<file path="src/rtl/led_array_ctrl.sv">
// Multi-channel LED driver: per-channel OFF/ON/BLINK/PWM mode, shared blink prescaler
// and PWM ramp, registered outputs with optional active-low polarity.
module led_array_ctrl #(
    parameter int NCH        = 4,
    parameter int TICK_DIV   = 50_000_000,
    parameter int PWM_W      = 8,
    parameter int ACTIVE_LOW = 1,
    localparam int CH_W      = (NCH > 1) ? $clog2(NCH) : 1
) (
    input  logic             clk,
    input  logic             reset,
    input  logic             cfg_wr,
    input  logic [CH_W-1:0]  cfg_ch,
    input  logic [1:0]       cfg_mode,
    input  logic [PWM_W-1:0] cfg_duty,
    output logic             cfg_ack,
    output logic             cfg_err,
    output logic             tick,
    output logic [NCH-1:0]   led_out
);

    typedef enum logic [1:0] {
        MODE_OFF   = 2'd0,
        MODE_ON    = 2'd1,
        MODE_BLINK = 2'd2,
        MODE_PWM   = 2'd3
    } mode_t;

    localparam int               DIV_W    = $clog2(TICK_DIV);
    localparam logic [DIV_W-1:0] DIV_LAST = DIV_W'(TICK_DIV - 1);
    localparam logic [CH_W:0]    NCH_L    = (CH_W + 1)'(NCH);
    localparam logic [NCH-1:0]   POL      = (ACTIVE_LOW != 0) ? '1 : '0;

    logic [DIV_W-1:0] r_div_cnt;
    logic [PWM_W-1:0] r_pwm_cnt;
    mode_t            r_mode [NCH];
    logic [PWM_W-1:0] r_duty [NCH];
    logic [NCH-1:0]   r_phase;
    logic             r_tick;
    logic             r_ack;
    logic             r_err;
    logic [NCH-1:0]   r_led;

    logic             w_tick_i;
    logic             w_ch_ok;
    logic [NCH-1:0]   w_wr_hit;
    logic [NCH-1:0]   w_lit;

    assign w_tick_i = (r_div_cnt == DIV_LAST);
    // Extra MSB lets the range check reject indices of a non-power-of-2 channel count.
    assign w_ch_ok  = ({1'b0, cfg_ch} < NCH_L);

    always_comb begin
        w_wr_hit = '0;
        w_lit    = '0;
        for (int unsigned i = 0; i < NCH; i++) begin
            w_wr_hit[i] = cfg_wr && w_ch_ok && (cfg_ch == CH_W'(i));
            case (r_mode[i])
                MODE_OFF:   w_lit[i] = 1'b0;
                MODE_ON:    w_lit[i] = 1'b1;
                MODE_BLINK: w_lit[i] = r_phase[i];
                MODE_PWM:   w_lit[i] = (r_pwm_cnt < r_duty[i]);
                default:    w_lit[i] = 1'b0;
            endcase
        end
    end

    always_ff @(posedge clk or posedge reset) begin
        if (reset) begin
            r_div_cnt <= '0;
            r_pwm_cnt <= '0;
            r_tick    <= 1'b0;
            r_ack     <= 1'b0;
            r_err     <= 1'b0;
            r_led     <= POL;
        end else begin
            r_div_cnt <= w_tick_i ? '0 : r_div_cnt + DIV_W'(1);
            r_pwm_cnt <= r_pwm_cnt + PWM_W'(1);
            r_tick    <= w_tick_i;
            r_ack     <= cfg_wr && w_ch_ok;
            r_err     <= cfg_wr && !w_ch_ok;
            r_led     <= w_lit ^ POL;
        end
    end

    // A write to a channel overrides a coincident tick, restarting its blink dark.
    always_ff @(posedge clk or posedge reset) begin
        if (reset) begin
            r_phase <= '0;
            for (int unsigned i = 0; i < NCH; i++) begin
                r_mode[i] <= MODE_OFF;
                r_duty[i] <= '0;
            end
        end else begin
            for (int unsigned i = 0; i < NCH; i++) begin
                if (w_wr_hit[i]) begin
                    r_mode[i]  <= mode_t'(cfg_mode);
                    r_duty[i]  <= cfg_duty;
                    r_phase[i] <= 1'b0;
                end else if (r_mode[i] != MODE_BLINK) begin
                    r_phase[i] <= 1'b0;
                end else if (w_tick_i) begin
                    r_phase[i] <= ~r_phase[i];
                end
            end
        end
    end

    assign cfg_ack = r_ack;
    assign cfg_err = r_err;
    assign tick    = r_tick;
    assign led_out = r_led;

endmodule

</file>
<file path="config.mk">
export PLATFORM = sky130hd
export DESIGN_NAME = led_array_ctrl
export DESIGN_NICKNAME = d
export VERILOG_FILES = /design/src/rtl/led_array_ctrl.sv
export SDC_FILE = /design/constraint.sdc
export NUM_CORES = 1
export LEC_CHECK = 0
export CELL_PAD_IN_SITES_DETAIL_PLACEMENT = 2
export CELL_PAD_IN_SITES_GLOBAL_PLACEMENT = 2
export CORE_AREA = 2 2 112 114
export CTS_BUF_LIST = sky130_fd_sc_hd__clkbuf_4 sky130_fd_sc_hd__clkbuf_8
export DETAILED_ROUTE_END_ITERATION = 8
export DIE_AREA = 0 0 114 116
export DONT_BUFFER_PORTS = 1
export GPL_ROUTABILITY_DRIVEN = 1
export PLACE_DENSITY = 0.73
export SLEW_MARGIN = 25
export SYNTH_ARGS = -nofsm -noshare
export SYNTH_HDL_FRONTEND = slang
export SYNTH_SLANG_ARGS = --single-unit
export TNS_END_PERCENT = 50
</file>
<file path="constraint.sdc">
create_clock -name clk -period 4.05 [get_ports clk]
set_input_delay 0.2025 -clock clk [delete_from_list [all_inputs] [get_ports clk]]
set_output_delay 0.2025 -clock clk [all_outputs]
set_load 0.01 [all_outputs]
</file>
==> flow_summary.toml, run 1 <==
[logic_synthesis]
async_reset_ff_share_pct = 100
syn_nets = 406
netlist_instances = 361
avgSynthCellArea_um2 = 11.5
synthFlopType = "dfrtp_1"
yosys_register_bits = 84
synth_edf_count = 0
synth.distinct_cells = 39
ys_seq_area_share_pct = 50.8
synth_area_um2 = 4140
yosys_warnings = 0

[sta]
skew_ns = 0.0110
max_slew_margin_pct = 41.7
hold_viol = 0
finalSetupViolCount = 0
max_freq_mhz = 455
tns_ns = 0
fin_crit_sh_pct = 54.2
whs_ns = 0.118
period_needed_ns = 2.20
drv_slew = 0
worst_pin_slew_ns = 0.872
rsz0062_at_grt = "false"
layout_setup_ws_ns = 1.85

[cells_and_area]
final_common_cell = "dfrtp_1"
regArea_um2 = 2110
fillers = 1256
drive_gt1_share_pct = 16.1
multi_input_area_um2 = 1900
fin_nets = 424
diodes = 0
layout_common_cells = "dfrtp_1, mux2_2, ha_1, inv_1, nand2_1"
areaGrowthSynthToFinish_pct = 14.1

[critical_path]
worstPathMaxFanout = 19
crit_path_max_incr_delay_ns = 0.71
path_delay_family = "simple AND/OR/NAND/NOR gates"
cp_slowest_cell = "nor3_4"
start_kind = "flip-flop"
path_cells = "nor4b_1 -> nand4b_1 -> nor3_4 -> xor2_1 -> and4b_1"
critical_path_class = "flip-flop to flip-flop"
arrival_ns = 2.46
critPathBufInv = 0
required_ns = 4.31
end_kind = "flip-flop"

[clock_network]
cts.clk_slew.worst_paths_ns = 0.10
htreeDepth = 3
cts_tree = "yes"
clockBufferDepth = 2
clock-sinks = 84
cts_root_buf = "clkbuf_8"
cts_resized = 0
numCtsBuffers = 9
clkLatencyLatePin_ns = 0.38

[placement]
dp_hpwl_um = 7080
io_buffers = 0
gp_congestion = 0.761
place_ws_ns = 1.83

[power_and_ir_drop]
p_leak_uw = 0.00224
power_density_nw_per_um2 = 451
max-vdd-ir-drop_v = 0.000195

[die]
die_area_um2 = 13200
start_util_pct = 34.8
num_io_pins = 22
die_x_um = 114
rows = 40
dieHeight_um = 116
core_area_um2 = 11900

[global_route]
grt_pass1_wl_um = 17600
antenna_found_initial = 0
globalRouteTotalUtil_pct = 17.6
overflow = 0
grt_pass1_vias = 3255
grt_max_degree = 61

[routing]
via_count = 2761
wl_um = 10400
via_per_inst = 5.20
ant_nets = 0
first_pass_iters = 4
avgRoutedWirePerCell_um = 19.6
drc_errors = 0
drt-initial-drc-count = 118

[hold_path]
hold_class = "input pin to flip-flop"

[job]
max-cap-violations = 0

[outcome]
status = "finished, final reports clean"
[report_power, final]
part,switching [uW],internal (uW)
Sequential,60.0,937
Clock,327,533
Combinational,142,131
Total,529,1600
[layer usage]
metal	global-route usage, %	vias to the layer above	wire length (um)
met5	0	-	0
li1	-	1292	-
met1	20.8	1433	4540
met2	31.7	26	5450
met3	4.71	10	300
met4	4.72	0	139
[sequential cells by signal, indices dropped and copies added, names as in the netlist]
name and cells:
r_div_cnt 26, led_out 4, r_phase 4, r_pwm_cnt 8, cfg_ack 1, r_mode 8
tick 1, r_duty 32
[final timing paths]
path	startpoint	endpoint	slack, ns	cells after the start
min in group asynchronous	reset	r_phase[3]	0.36	2
min	cfg_ch[0]	r_duty[30]	0.12	3
max	r_div_cnt[18]	r_phase[3]	1.85	5
max in group asynchronous	reset	led_out[0]	2.86	3
max reg2reg	r_div_cnt[18]	r_phase[3]	1.85	5
min reg2reg	r_duty[0]	r_duty[0]	0.51	1
[through the flow]
stage / instance area (um^2) / power (uW) / instances / util (%)
finish: 4730 / 2130 / 531 / 39.7
global route: 4730 / 2240 / 531 / 39.7
CTS: 4720 / 2160 / 531 / 39.7
detailed placement: 4320 / 1270 / 503 / 36.2
global placement: 4310 / 1240 / 503 / 36.2
floorplan: 4140 / 1190 / 361 / -
[worst register-to-register path: cells and delay by family (launching register included)]
kind	cells	cell delay (ns)
DFF	1	0.43
and+or+nand+nor	4	1.50
xor gates and xnor gates	1	0.15
[logic make-up after synthesis]
logic type                 Yosys count  synth area share [%]
and+or+nand+nor                    106                  14.4
DFF                                 84                  50.8
muxes                               37                  9.93
buffers and inverters               37                  3.47
AOI/OAI and AO/OA                   33                  5.19
xor gates and xnor gates            33                  6.97
adders and majority gates           30                  9.06
other                                1                0.0905
[final cells by class]
cell class	count	share of cell area (%)
Inverter	30	2.49
Sequential cell	84	44.6
Clock buffer	9	2.62
Multi-Input combinational cell	240	40.1
Tap cell	147	3.89
Clock inverter	7	3.44
Timing Repair Buffer	14	2.86
[cells in the mapped netlist (all sizes together) (2+ instances only)]
cell type	number	area share, %
clkbuf	5	0.45
nand4	10	1.5
nor3	4	0.75
nor2	21	1.9
xor2	18	3.8
a21boi	4	0.72
buf	2	0.30
and4b	3	0.72
dfstp	4	2.5
o21a	3	0.54
and4	4	0.91
a41oi	3	0.63
inv	30	2.7
mux2	33	9.0
nand3	17	2.2
mux2i	4	0.97
a21o	4	0.72
nor4b	2	0.57
a211oi	4	0.72
nand4b	4	0.85
nand2	23	2.1
nand3b	3	0.54
xnor2	15	3.2
ha	30	9.1
dfrtp	80	48
o21ai	13	1.6
and3	11	1.7
[what timing repair did]
item	4_1_cts	5_1_grt
endpoints found under the hold margin	97	0
buffers inserted	0	0
hold buffers	12	0
Power figures use the tool's default switching activity.
==> inputs of run 2 (changes only) <==
PLACE_DENSITY = 0.75   (was 0.73)
clock period = 1.9 ns   (was 4.05 ns; I/O delays follow)
==> run 2 against run 1 <==
First-iteration DRC count is 36% lower. Global-route usage is 0.98 points lower. Final area is 0.56% higher. Worst setup slack worse by 1.8 ns. Non-clock buffer count is 9 higher. Combinational power is 110% higher. Die area stayed put. Wire length is 4.3% lower. Critical path depth is 1 higher. Core utilization is 0.22 points higher. Fmax is 22% higher.
==> flow_summary.toml, run 2 (synthesis results as in run 1) <==
[cells_and_area]
final_common_cell = "dfrtp_1"
layout.cells.non_filler = 541
fin_nets = 433
layout_common_cells = "dfrtp_1, mux2_2, inv_1, ha_1, nand2_1"
largest_reg_flops = 32
final_area_um2 = 4750
regMostFlops = "r_duty"
largestRegisters = "r_duty x32, r_div_cnt x26"
areaGrowthSynthToFinish_pct = 14.7
drive_gt1_share_pct = 19.1

[critical_path]
required_ns = 2.21
crit_path_max_incr_delay_ns = 0.45
arrival_ns = 2.11
cp_slowest_cell = "dfrtp_2"
critPathBufInv = 1
path_cells = "nor4b_4 -> nand4b_1 -> nor3_4 -> buf_12 -> xor2_1 -> and4b_1"
crit_cells = 6
critical_path_class = "flip-flop to flip-flop"
path_delay_family = "simple AND/OR/NAND/NOR gates"
worstPathMaxFanout = 8
reg2reg_depth = 6
start_kind = "flip-flop"
end_kind = "flip-flop"

[sta]
max_slew_margin_pct = 56.6
tns_ns = 0
period_needed_ns = 1.80
finalSetupViolCount = 0
fin_crit_sh_pct = 94.7
whs_ns = 0.130
skew_ns = 0.0127
drv_slew = 0
max_freq_mhz = 556
hold_viol = 0
worst_pin_slew_ns = 0.649

[clock_network]
numCtsBuffers = 9
cts_root_buf = "clkbuf_8"
clockBufferDepth = 2
cts.clk_slew.worst_paths_ns = 0.09
clock-sinks = 84
cts_tree = "yes"
clkLatencyLatePin_ns = 0.37
htreeDepth = 3

[routing]
via_count = 2744
drc_errors = 0
ant_nets = 0
drt-initial-drc-count = 75
first_pass_iters = 4
wl_um = 9980
avgRoutedWirePerCell_um = 18.4
via_per_inst = 5.07

[power_and_ir_drop]
p_leak_uw = 0.00226
max-vdd-ir-drop_v = 0.000393
power_density_nw_per_um2 = 840

[hold_path]
whs_path_depth = 3
hold_class = "input pin to flip-flop"

[global_route]
grt_pass1_vias = 3183
grt_max_degree = 43
grt_pass1_wl_um = 16600
globalRouteTotalUtil_pct = 16.6
antenna_found_initial = 1
overflow = 0

[die]
core_area_um2 = 11900
die_x_um = 114
num_io_pins = 22
die_area_um2 = 13200
start_util_pct = 34.8
dieHeight_um = 116
rows = 40

[placement]
io_buffers = 0
placedCellCount = 507
dpl_cell_area_um2 = 4370
dp_hpwl_um = 7050
gp_congestion = 0.736

[job]
max-cap-violations = 0

[outcome]
status = "finished, final reports clean"
-- run 2: final timing paths --
path | startpoint | end | slack, ns
worst min register to register | r_duty[1] | r_duty[1] | 0.51
min in group asynchronous | reset | r_duty[15] | 0.24
worst min-delay path | cfg_ch[1] | r_duty[30] | 0.13
worst max-delay path | r_div_cnt[18] | r_phase[3] | 0.10
max in group asynchronous | reset | led_out[0] | 0.93
worst max register to register | r_div_cnt[18] | r_phase[3] | 0.10
-- run 2: metal layers --
metal | track usage, % | share of wire, % | vias up
met5 | 0 | 0 | -
met4 | 4.63 | 0.71 | 0
met3 | 4.45 | 2.8 | 6
met2 | 28.5 | 53 | 26
met1 | 20.7 | 44 | 1407
li1 | - | - | 1305
-- run 2: through the flow --
stage / utilization [%] / setup slack, ns / power (uW)
finish: 39.9 / 0.101 / 3990
floorplan: - / 0.194 / 2540
global route: 39.9 / -0.0596 / 4250
detailed placement: 36.7 / 0.0566 / 2710
CTS: 39.4 / 0.0321 / 4080
global placement: 36.7 / 0.198 / 2660
-- run 2: report_power, final --
group | leakage (uW) | switching (uW) | internal [uW]
logic | 0.00111 | 286 | 281
clock network | 0.000103 | 654 | 652
registers | 0.00104 | 125 | 2000
total | 0.00226 | 1060 | 2930
-- run 2: final cells by class --
class,instances,area [um^2]
clock buffer,11,145
multi-input combinational,240,1920
timing repair buffer,23,228
sequential,84,2110
antenna,1,2.50
fill,1247,7160
inverter,30,116
clock inverter,5,52.6
tap,147,184
-- run 2: repair_timing --
item | CTS | global route
gates resized for setup | 0 | 6
hold endpoints to repair | 59 | 0
hold buffers | 12 | 0
endpoints found under the setup margin | 0 | 8
buffers inserted | 0 | 5
-- run 2: tightest hold or removal path: stages --
cell and delay (ns):
nor3b_2 0.02, buf_4 0.19, o21ai_0 0.16
==> inputs of run 3 (changes only) <==
CTS_BUF_LIST = default   (was sky130_fd_sc_hd__clkbuf_4 sky130_fd_sc_hd__clkbuf_8)
clock period = 1.5 ns   (was 1.9 ns; I/O delays follow)
==> run 3 against run 2 <==
The run now ends with negative setup slack left. Register-to-register slack worse by 0.31 ns. Worst setup slack got worse by 0.31 ns. Global-route usage grew 2.7 points. Total power rose by 46%. Critical path depth did not move. Wire length increased by 20%. Clock-buffer cell count unchanged. Core utilization rose by 5.8 points. Die area is the same. First-iteration DRC count increased by 16%. Highest routed layer unchanged. Clock power up 69%.
==> flow_summary.toml, run 3 (synthesis results as in run 1) <==
[sta]
hold_viol = 0
tns_ns = -2.54
layout_setup_ws_ns = -0.207
drv_slew = 0
skew_ns = 0.00569
period_needed_ns = 1.71
max_freq_mhz = 586
fin_crit_sh_pct = 114
rsz0062_at_grt = "true"
finalSetupViolCount = 24

[routing]
first_pass_iters = 4
avgRoutedWirePerCell_um = 20.5
ant_nets = 0
drc_errors = 0
via_count = 3020
drt-initial-drc-count = 87
wl_um = 12000
via_per_inst = 5.16

[cells_and_area]
fin_nets = 478
largestRegisters = "r_duty x32, r_div_cnt x26"
diodes = 0
layout_common_cells = "dfrtp_1, buf_4, mux2_2, inv_1, ha_1"
largest_reg_flops = 32
final_common_cell = "dfrtp_1"
areaGrowthSynthToFinish_pct = 31.3
fillers = 1192
drive_gt1_share_pct = 34.0
regMostFlops = "r_duty"

[critical_path]
end_kind = "flip-flop"
arrival_ns = 1.97
required_ns = 1.76
critical_path_class = "flip-flop to flip-flop"
start_kind = "flip-flop"
worstPathMaxFanout = 5
timing.critical_path.from = "r_pwm_cnt[6]"
r2r-start = "r_pwm_cnt[6]"

[die]
num_io_pins = 22
dieHeight_um = 116
die_area_um2 = 13200
start_util_pct = 34.8
die_x_um = 114
rows = 40
core_area_um2 = 11900

[clock_network]
numCtsBuffers = 9
htreeDepth = 3
cts.clk_slew.worst_paths_ns = 0.06
cts_root_buf = "clkbuf_16"
clkLatencyLatePin_ns = 0.35
clock-sinks = 84
cts_tree = "yes"
clockBufferDepth = 2

[hold_path]
min_from = "cfg_ch[1]"
hold_class = "input pin to flip-flop"

[placement]
place_ws_ns = -0.316
dp_hpwl_um = 7790
io_buffers = 0
gp_congestion = 0.759

[power_and_ir_drop]
power_density_nw_per_um2 = 1070
p_leak_uw = 0.00258
max-vdd-ir-drop_v = 0.000568

[outcome]
violations = "negative setup slack"
status = "finished with violations"

[global_route]
overflow = 0
grt_max_degree = 85
grt_pass1_vias = 3508
antenna_found_initial = 0
grt_pass1_wl_um = 19100
globalRouteTotalUtil_pct = 19.3

[job]
max-cap-violations = 0
-- run 3: cell count changes in the layout (fill, tap and decap cells not counted), moves of 7 or more --
cell / change
buf_4: +36
clkbuf_8: -10
ha_1: -7
ha_4: +8
clkbuf_16: +9
buf_6: +9
-- run 3: power by group --
part | switching (uW) | internal, uW | leakage [uW]
logic | 463 | 431 | 0.00140
clock network | 932 | 1280 | 0.000139
registers | 182 | 2540 | 0.00104
total | 1580 | 4250 | 0.00258
-- run 3: path summary, 6_finish.rpt --
path	to	slack, ns	cells past startpoint
max reg2reg	led_out[0]	-0.21	6
min in group asynchronous	r_mode[3]	0.32	3
min	r_duty[26]	0.13	3
max in group asynchronous	led_out[0]	0.80	3
min reg2reg	r_div_cnt[24]	0.51	1
max	led_out[0]	-0.21	6
-- run 3: final cells by class --
cell class                      instances  area (um^2)  area share [%]
Tap cell                              147          184            3.38
Multi-Input combinational cell        240         2150            39.4
Clock buffer                           11          233            4.28
Inverter                               30          116            2.14
Clock inverter                          5         52.6           0.966
Sequential cell                        84         2110            38.8
Timing Repair Buffer                   68          599            11.0
-- run 3: per-layer routing --
layer / vias to the layer above / share of wire [%] / GRT usage (%)
li1: 1399 / - / -
met1: 1566 / 42 / 22.6
met2: 38 / 53 / 34.5
met3: 17 / 3.0 / 3.97
met4: 0 / 2.0 / 8.46
met5: - / 0 / 0
-- run 3: through the flow --
stage	area [um^2]	util (%)	hold slack (ns)	total power, uW	std cells
after floorplan	4150	-	0.106	3210	361
after global placement	4690	39.4	0.107	3370	550
after detailed placement	4690	39.4	0.107	3450	550
after CTS	5280	44.3	0.116	5800	584
after global routing	5440	45.7	0.148	6110	585
final	5440	45.7	0.133	5830	585
-- run 3: critical path: stages, from the launching register on --
cell      delay [ns]
dfrtp_2         0.47
ha_1            0.37
a21o_1          0.22
nand2_1         0.09
nand4b_1        0.18
a41oi_2         0.21
a211oi_1        0.08
-- run 3: timing repair --
action                                 CTS  global route
setup endpoints to repair               27            29
gates resized for setup                 26            32
hold buffers                            12             0
endpoints found under the hold margin  121             0
setup buffers                            7             2
pin swaps                               14            17
gates cloned                             0             0
